`src/rtl/shift_reg_sequencer_if.sv`:
```
// Handshake and serial-stream signals between a user block and the
// shift register sequencer. The sequencer connects through the slave modport.
interface shift_reg_sequencer_if #(
  parameter int DATA_LENGTH = 4
);
  logic                   tx_valid;
  logic [DATA_LENGTH-1:0] tx_data;
  logic                   tx_ready;
  logic                   rx_start;
  logic                   ser_in;
  logic                   rx_valid;
  logic [DATA_LENGTH-1:0] rx_data;
  logic                   rx_ready;
  logic                   abort;
  logic                   ser_out;
  logic                   ser_out_valid;
  logic                   busy;

  modport slave (
    input  tx_valid, tx_data, rx_start, ser_in, rx_ready, abort,
    output tx_ready, rx_valid, rx_data, ser_out, ser_out_valid, busy
  );

  modport master (
    output tx_valid, tx_data, rx_start, ser_in, rx_ready, abort,
    input  tx_ready, rx_valid, rx_data, ser_out, ser_out_valid, busy
  );
endinterface

```
`src/rtl/shift_reg_sequencer.sv`:
```
// Sequencer for an external parallel/serial shift register.
// TX: parallel word in, LSB-first serial out. RX: LSB-first serial in, parallel word out.
// The external register holds the only copy of the data; this block drives its control pins.
//
// state    | meaning
// ---------+-------------------------------------------------------------
// CLEAR    | register cleared; entered on reset and abort
// IDLE     | waiting; offers tx_ready, register follows tx_data
// SHIFT_TX | shifting the loaded word out on ser_out
// SHIFT_RX | shifting ser_in into the register
// RX_DONE  | received word presented on rx_data until rx_ready
module shift_reg_sequencer #(
  parameter int DATA_LENGTH = 4
) (
  input  logic                   clk,
  input  logic                   reset,
  shift_reg_sequencer_if.slave   bus,
  output logic                   reg_sel,
  output logic                   reg_reset,
  output logic [DATA_LENGTH-1:0] reg_din,
  output logic                   reg_din_serie,
  input  logic [DATA_LENGTH-1:0] reg_dout
);

  localparam int CW = $clog2(DATA_LENGTH) + 1;
  localparam logic [CW-1:0] CNT_LAST = CW'(DATA_LENGTH - 1);

  typedef enum logic [2:0] {
    CLEAR,
    IDLE,
    SHIFT_TX,
    SHIFT_RX,
    RX_DONE
  } state_t;

  state_t        state, state_nxt;
  logic [CW-1:0] cnt, cnt_nxt;

  logic tx_ready, rx_valid, ser_out, ser_out_valid;

  // State and bit counter; reset parks the FSM in CLEAR so the register gets wiped.
  always_ff @(posedge clk or negedge reset) begin
    if (!reset) begin
      state <= CLEAR;
      cnt   <= '0;
    end else begin
      state <= state_nxt;
      cnt   <= cnt_nxt;
    end
  end

  // Next-state, counter and register control decode.
  always_comb begin
    state_nxt     = state;
    cnt_nxt       = cnt;
    tx_ready      = 1'b0;
    rx_valid      = 1'b0;
    ser_out       = 1'b0;
    ser_out_valid = 1'b0;
    reg_sel       = 1'b0;
    reg_reset     = 1'b0;
    reg_din       = '0;
    reg_din_serie = 1'b0;
    case (state)
      CLEAR: begin
        reg_reset = 1'b1;
        cnt_nxt   = '0;
        state_nxt = IDLE;
      end
      IDLE: begin
        tx_ready = !bus.abort;
        reg_din  = bus.tx_data;
        cnt_nxt  = '0;
        if (bus.tx_valid)      state_nxt = SHIFT_TX;
        else if (bus.rx_start) state_nxt = SHIFT_RX;
      end
      SHIFT_TX: begin
        reg_sel       = 1'b1;
        ser_out_valid = 1'b1;
        ser_out       = reg_dout[0];
        cnt_nxt       = cnt + CW'(1);
        if (cnt == CNT_LAST) state_nxt = IDLE;
      end
      SHIFT_RX: begin
        reg_sel       = 1'b1;
        reg_din_serie = bus.ser_in;
        cnt_nxt       = cnt + CW'(1);
        if (cnt == CNT_LAST) state_nxt = RX_DONE;
      end
      RX_DONE: begin
        rx_valid = 1'b1;
        reg_din  = reg_dout;
        if (bus.rx_ready) state_nxt = IDLE;
      end
      default: state_nxt = CLEAR;
    endcase
    // abort overrides every transition, including the IDLE accept
    if (bus.abort && state != CLEAR) state_nxt = CLEAR;
  end

  assign bus.tx_ready      = tx_ready;
  assign bus.rx_valid      = rx_valid;
  assign bus.rx_data       = reg_dout;
  assign bus.ser_out       = ser_out;
  assign bus.ser_out_valid = ser_out_valid;
  assign bus.busy          = (state != IDLE);

endmodule

```
`src/flat_wrapper.sv`:
```
// flat-port wrapper written by rule: the top's interface ports become plain ports
module shift_reg_sequencer_flat 
#(
  parameter int DATA_LENGTH = 4
)
  (clk, reset, reg_sel, reg_reset, reg_din, reg_din_serie, reg_dout, bus_tx_valid, bus_tx_data, bus_rx_start, bus_ser_in, bus_rx_ready, bus_abort, bus_tx_ready, bus_rx_valid, bus_rx_data, bus_ser_out, bus_ser_out_valid, bus_busy);
  shift_reg_sequencer_if #(.DATA_LENGTH(DATA_LENGTH)) bus_i ();
  input  logic clk;
  input  logic reset;
  output logic reg_sel;
  output logic reg_reset;
  output logic [DATA_LENGTH-1:0] reg_din;
  output logic reg_din_serie;
  input  logic [DATA_LENGTH-1:0] reg_dout;
  input wire logic [$bits(bus_i.tx_valid)-1:0] bus_tx_valid;
  input wire logic [$bits(bus_i.tx_data)-1:0] bus_tx_data;
  input wire logic [$bits(bus_i.rx_start)-1:0] bus_rx_start;
  input wire logic [$bits(bus_i.ser_in)-1:0] bus_ser_in;
  input wire logic [$bits(bus_i.rx_ready)-1:0] bus_rx_ready;
  input wire logic [$bits(bus_i.abort)-1:0] bus_abort;
  output wire logic [$bits(bus_i.tx_ready)-1:0] bus_tx_ready;
  output wire logic [$bits(bus_i.rx_valid)-1:0] bus_rx_valid;
  output wire logic [$bits(bus_i.rx_data)-1:0] bus_rx_data;
  output wire logic [$bits(bus_i.ser_out)-1:0] bus_ser_out;
  output wire logic [$bits(bus_i.ser_out_valid)-1:0] bus_ser_out_valid;
  output wire logic [$bits(bus_i.busy)-1:0] bus_busy;
  assign bus_i.tx_valid = bus_tx_valid;
  assign bus_i.tx_data = bus_tx_data;
  assign bus_i.rx_start = bus_rx_start;
  assign bus_i.ser_in = bus_ser_in;
  assign bus_i.rx_ready = bus_rx_ready;
  assign bus_i.abort = bus_abort;
  assign bus_tx_ready = bus_i.tx_ready;
  assign bus_rx_valid = bus_i.rx_valid;
  assign bus_rx_data = bus_i.rx_data;
  assign bus_ser_out = bus_i.ser_out;
  assign bus_ser_out_valid = bus_i.ser_out_valid;
  assign bus_busy = bus_i.busy;
  shift_reg_sequencer #(.DATA_LENGTH(DATA_LENGTH)) u_core (.clk(clk), .reset(reset), .bus(bus_i), .reg_sel(reg_sel), .reg_reset(reg_reset), .reg_din(reg_din), .reg_din_serie(reg_din_serie), .reg_dout(reg_dout));
endmodule
```
`config.mk`:
```
export PLATFORM = sky130hd
export DESIGN_NAME = shift_reg_sequencer_flat
export DESIGN_NICKNAME = d
export VERILOG_FILES = /design/src/rtl/shift_reg_sequencer_if.sv /design/src/rtl/shift_reg_sequencer.sv /design/src/flat_wrapper.sv
export SDC_FILE = /design/constraint.sdc
export NUM_CORES = 1
export LEC_CHECK = 0
export CAP_MARGIN = 20
export CORE_MARGIN = 2
export CORE_UTILIZATION = 32
export DETAILED_ROUTE_END_ITERATION = 10
export PLACE_DENSITY_LB_ADDON = 0.12
export SYNTH_ARGS = -nofsm -noshare
export SYNTH_HDL_FRONTEND = slang
export SYNTH_SLANG_ARGS = --single-unit
```
`constraint.sdc`:
```
create_clock -name clk -period 1.72 [get_ports clk]
set_input_delay 0.344 -clock clk [delete_from_list [all_inputs] [get_ports clk]]
set_output_delay 0.344 -clock clk [all_outputs]
set_load 0.02 [all_outputs]
```
[After elaboration in Yosys (flattened, before gate mapping)]
Cells that the tools add are included.
Operators by class
  add/sub/neg operators: 1
  mux-type cells: 16
  reduce and logical (&&, ||, !) cells: 8
  eq/ne operators: 10
Operators with widths (number)
  $mux W3: 6
  $pmux W3 S5: 1
  $eq A3 B2 Y1 const B: 3
  $ne A3 B1 Y1 const B: 3
  $pmux W4 S2: 1
  $mux W1: 7
  $pmux W3 S2: 1
  $ne A4 B3 Y1 const B: 1
  $reduce_and A4 Y1: 1
  $reduce_or A2 Y1: 2
  $add A3 B1 Y3 const B: 1
  $eq A3 B1 Y1 const B: 1
  $eq A3 B3 Y1 const B: 1
  $logic_not A3 Y1: 1
  $ne A3 B2 Y1 const B: 1
  $reduce_bool A3 Y1: 1
  $reduce_bool A2 Y1: 1
  $logic_and A1 B1 Y1: 1
  $logic_not A1 Y1: 1
Storage, ports and cells
  input port bits: 15
  flip-flop bits (word level): 6
  logic and storage cells: 37
  output and inout port bits: 16

[Logic depth before layout (Yosys ltp)]
  word-level depth: 4
  depth in mapped cells: 5
  depth with buffers taken out: 5

[Worst setup path after synthesis]
No wires, ideal clock.
  path type: register -> output
  start point: register u_core.state[2]
  end point: output port reg_din[0]
  required time: 1.376 ns
  slack: -0.188 ns
  arrival time: 1.564 ns
  cell stages (with the launch flop): 4
  path buffers: 1
  cell sequence: dfrtp_1 > buf_4 > nor3b_1 > a22o_1
On the way
  word-level cells in the longest chain between the ends: 2
  elaborated cells between the ends (all ways): 3
  classes of those cells: eq/ne: 2; mux: 1
Ends and longest elaborated chain
  start: declaration: line shift_reg_sequencer.sv:36  | state_t state, state_nxt;
  start signal: assignment: line shift_reg_sequencer.sv:47  | state <= state_nxt;
  $eq A3 B3 Y1 / $eq A3 B1 Y1 (equally long branches): line shift_reg_sequencer.sv:64  | case (state)
  $pmux W4 S2 (*): line shift_reg_sequencer.sv:64
  end: declaration: line flat_wrapper.sv:12  | output logic [DATA_LENGTH-1:0] reg_din;
Mark *: on every way between the ends. The rest lies on a longest branch, timed or not.

[Worst setup path after layout]
  start point: register u_core.state[1]
  end point: output port reg_din[0]
The elaborated chain is that of the path after synthesis.

==> impl.org <==
** Status
- Status :: finished, final reports clean

** Placement
- Timing analysis after detailed placement gives a worst setup slack of -0.218 ns.
- Routability-driven placement congestion ratio :: 0.744
- The count of buffers added on input and output ports is 30.
- Post-detail-place hpwl :: 1.02 mm
- Counting tap cells, the placed design contains a total of 96 instances.

** Timing
- Max Clock Skew :: 0.00164 ns
- Derived from the worst setup path, the maximum achievable clock frequency is 587 MHz.
- Tcrit/Tclk final :: 99.1%
- Setup repair after global routing missed its margin :: true
- The clock period could shrink to 1.70 ns.
- Worst rel slew slack :: 81.0%
- Setup slack closes at 0.0153 ns.
- The final count of pins violating max slew was 0.
- The final count of hold timing violations is 0.
- For the pin with the worst max-slew slack, the measured transition is 0.284 ns.
- Setup violations remaining at the end of the flow were counted as 0.

** GRT
- The number of global-route vias before repair is 417.
- The initial antenna violation count was 0.
- The total overflow left after global routing is 0.
- Global-route wire length before repair :: 1.79 mm
- For this run, the total global-route usage over all layers was measured as 16.9%.
- Largest net degree at the start of global routing :: 8

** Worst setup path
- Slowest cell on the critical path :: sky130_fd_sc_hd__dfrtp_1
- Critical path cell sequence :: buf_6 -> nor3b_4 -> a22o_1 -> buf_6
- Critical path fanouts, max :: 5
- The endpoint identified for the worst register-to-register timing path is u_core.state[0].
- Flop-to-flop setup slack :: 0.08 ns
- Type of the worst setup path :: reg -> out
- Required time reported for the critical path endpoint :: 1.38 ns
- RR Startpoint :: u_core.state[2]
- Worst reg-to-reg path cell count :: 6
- Max stage delay on crit path :: 0.41 ns
- The worst setup path is captured at a primary output.
- Most frequent cell on the critical path :: sky130_fd_sc_hd__buf_6
- Data arrives at the worst endpoint at 1.36 ns.
- Startpoint kind of the worst setup timing path :: register

** Yosys
- In this run the cell area of the synthesized design comes to 428 µm².
- Ranking of synthesized cells by area :: sky130_fd_sc_hd__dfrtp_1 (35%), sky130_fd_sc_hd__a22o_1 (10%), sky130_fd_sc_hd__buf_4 (8.8%)
- For this run, asynchronously set or reset flops after synthesis account for 100%.
- Yosys instantiated no cell more often than sky130_fd_sc_hd__dfrtp_1.
- Post-synth top cells :: sky130_fd_sc_hd__dfrtp_1 (6), sky130_fd_sc_hd__a22o_1 (5), sky130_fd_sc_hd__buf_4 (5)
- In this run, synthesis produced a sequential element count of 6.
- Yosys printed 0 warnings.
- Post-Synth XOR/XNOR Area :: 0%
- The synthesized netlist devotes 19.6% of its cell area to compound gates.
- Post-synth EDFFs :: 0
- Post-synthesis share of cell area spent on and, or, nand and nor gates :: 28.1%
- Average footprint of a synthesized cell :: 9.51 µm²
- Top flip-flop cell by instance count after synthesis :: sky130_fd_sc_hd__dfrtp_1
- Top-area cell type share of the netlist area :: 35.1%
- Synthesized netlist net count :: 62
- The number of different library cells used by synthesis comes to 22.
- In the synthesized netlist, mux cells make up 0% of the area.
- Biggest area consumer among synthesized cells :: sky130_fd_sc_hd__dfrtp_1
- By area, the combinational part of the netlist is dominated by simple AND/OR/NAND/NOR gates.
- Sequential cells were found to cover 35.1% of the synthesized design area.
- Synthesis produced a netlist whose cell count is 45.
- Adder and majority cell fraction of the synthesized area :: 5.85%

** Clock network
- Number of buffers inserted for hold repair after clock tree synthesis :: 0
- In this run the number of H-tree levels came out at 1.
- Number of clock buffers inserted by TritonCTS :: 3
- TritonCTS built the clock tree.
- The clock drives 6 sinks.
- Clock latency on the worst-skew pair, taken at its later pin, is 0.24 ns.
- Clock Tree Buf Depth :: 2
- Clock Pin Slew Worst Setup and Hold Paths :: 0.05 ns
- Buffer cell driving the clock tree root :: sky130_fd_sc_hd__clkbuf_4

** Finish
- Compared with the post-synthesis result, the final layout area differs by 97.7%.
- The number of antenna diodes in the final layout is 0.
- Share of final-layout standard cells stronger than drive strength 1 :: 44.2%
- Net count of the finished layout :: 105
- Number of non-filler instances in the completed layout :: 101

** Detailed routing
- Before antenna repair, the detailed router went through 3 iterations.
- The detailed router placed 498 vias in this run.
- Routed length per placed instance :: 13.4 µm
- Routed via count divided by cell count :: 4.93
- Length of routed wiring on met1 :: 541 µm
- For this block, the routed nets add up to 1.35 mm of wire.
- ANT nets after route :: 0
- The routed design uses 33 µm of met3 wire.
- After detailed routing, the number of remaining DRC violations is 0.
- Routed met2 length :: 767 µm
- Max Used Layer :: met4
- The detailed router finished its first iteration with 5 violations.

** Min path
- In this run the worst hold path is classified as in -> async.

** Pwr
- Leak :: 0.405 nW
- Across the VDD grid, the largest voltage drop is 0.000494 V.
- Cell internal power was estimated by the tool at 0.463 mW.
- Pwr Density :: 874 nW/µm²
- Part of the total power dissipated in the clock network :: 17.8%
- Sequential share of power :: 24.7%
- Fraction of power spent switching nets :: 37.4%
- Switching component of the power :: 0.276 mW
- In this run, the combinational gates consume 57.4% of the power.

** Die
- From left edge to right edge, the die measures 40.6 µm.
- The region available for standard cell placement spans 1270 µm².
- Row count :: 13
- Measured along the y axis, the die boundary spans 40.6 µm.
- The die covers 1650 µm².
- Starting Density :: 33.7%
- Pin placement for this block handled 31 I/O pins.

** Run
- Across the run, the number of max-cap violations was 0.
## metrics by stage
step	power (mW)	instance area [µm²]	setup TNS (ns)	hold slack (ns)	util, %
after global placement	0.596	797	-1.71	0.476	62.8
after detailed placement	0.600	797	-1.87	0.480	62.8
after global routing	0.784	846	-0.239	0.363	66.7
after floorplan	0.370	433	0	0.0484	-
final	0.739	846	0	0.344	66.7
after CTS	0.698	797	-0.192	0.351	62.8
## worst max-delay path by stage
stage | from | endpoint | slack (ns) | depth (start not counted)
after global placement | reg_dout[1] | reg_din[1] | -0.19 | 3
final | u_core.state[1] | reg_din[0] | 0.02 | 4
after global routing | u_core.state[1] | reg_din[0] | -0.06 | 4
after CTS | u_core.state[2] | reg_din[3] | -0.05 | 5
after detailed placement | reg_dout[0] | bus_ser_out | -0.22 | 3
after floorplan | u_core.state[2] | bus_ser_out | 0.01 | 4
## power groups by stage
stage | registers, mW | logic [mW] | clock network, mW
floorplan | 0.189 | 0.180 | 0
CTS | 0.179 | 0.381 | 0.138
detailed placement | 0.183 | 0.417 | 0
global placement | 0.182 | 0.414 | 0
finish | 0.183 | 0.425 | 0.132
global route | 0.186 | 0.452 | 0.145
## worst max-delay path: cells and delay by family (launching register included)
family	cells	cell delay (ns)
AND/OR/NAND/NOR	1	0.25
flip-flops	1	0.41
AO/OA/AOI/OAI	1	0.19
buffers and inverters	2	0.26
## final cells by class
cell class                 instances  area, µm²
fill                             117        423
multi-input combinational         31        259
inverter                           3       11.3
tap                               15       18.8
clock buffer                       3       22.5
timing repair buffer              43        384
sequential                         6        150
## cell families after synthesis
group           Yosys count
compound gates           11
fa+ha+maj                 2
buf+inv                   8
flops                     6
simple gates             18
## registers in the layout (all words and copies together) (netlist names)
signal and flops:
u_core.cnt 3, u_core.state 3
## layout by cell type (no fill, tap or decap), drive strengths merged, types with 3 or more instances in the layout
cell	n
clkdlybuf4s50	14
inv	3
dfrtp	6
clkbuf	4
nand2	3
buf	24
a22o	5
dlygate4sd2	4
o21ai	3
## metal layers
| metal | track usage, % | up-vias |
|---|---|---|
| met2 | 26.6 | 9 |
| met1 | 22.0 | 243 |
| met3 | 1.67 | 2 |
| met4 | 10.0 | 0 |
| li1 | - | 244 |
| met5 | 0 | - |
## repair_timing
| action | in CTS | in global routing |
|---|---|---|
| setup endpoints to repair | 16 | 10 |
| buffers inserted | 3 | 0 |
| pin swaps | 0 | 8 |
| gates resized for setup | 50 | 25 |
(Power assumes the default switching activity.)
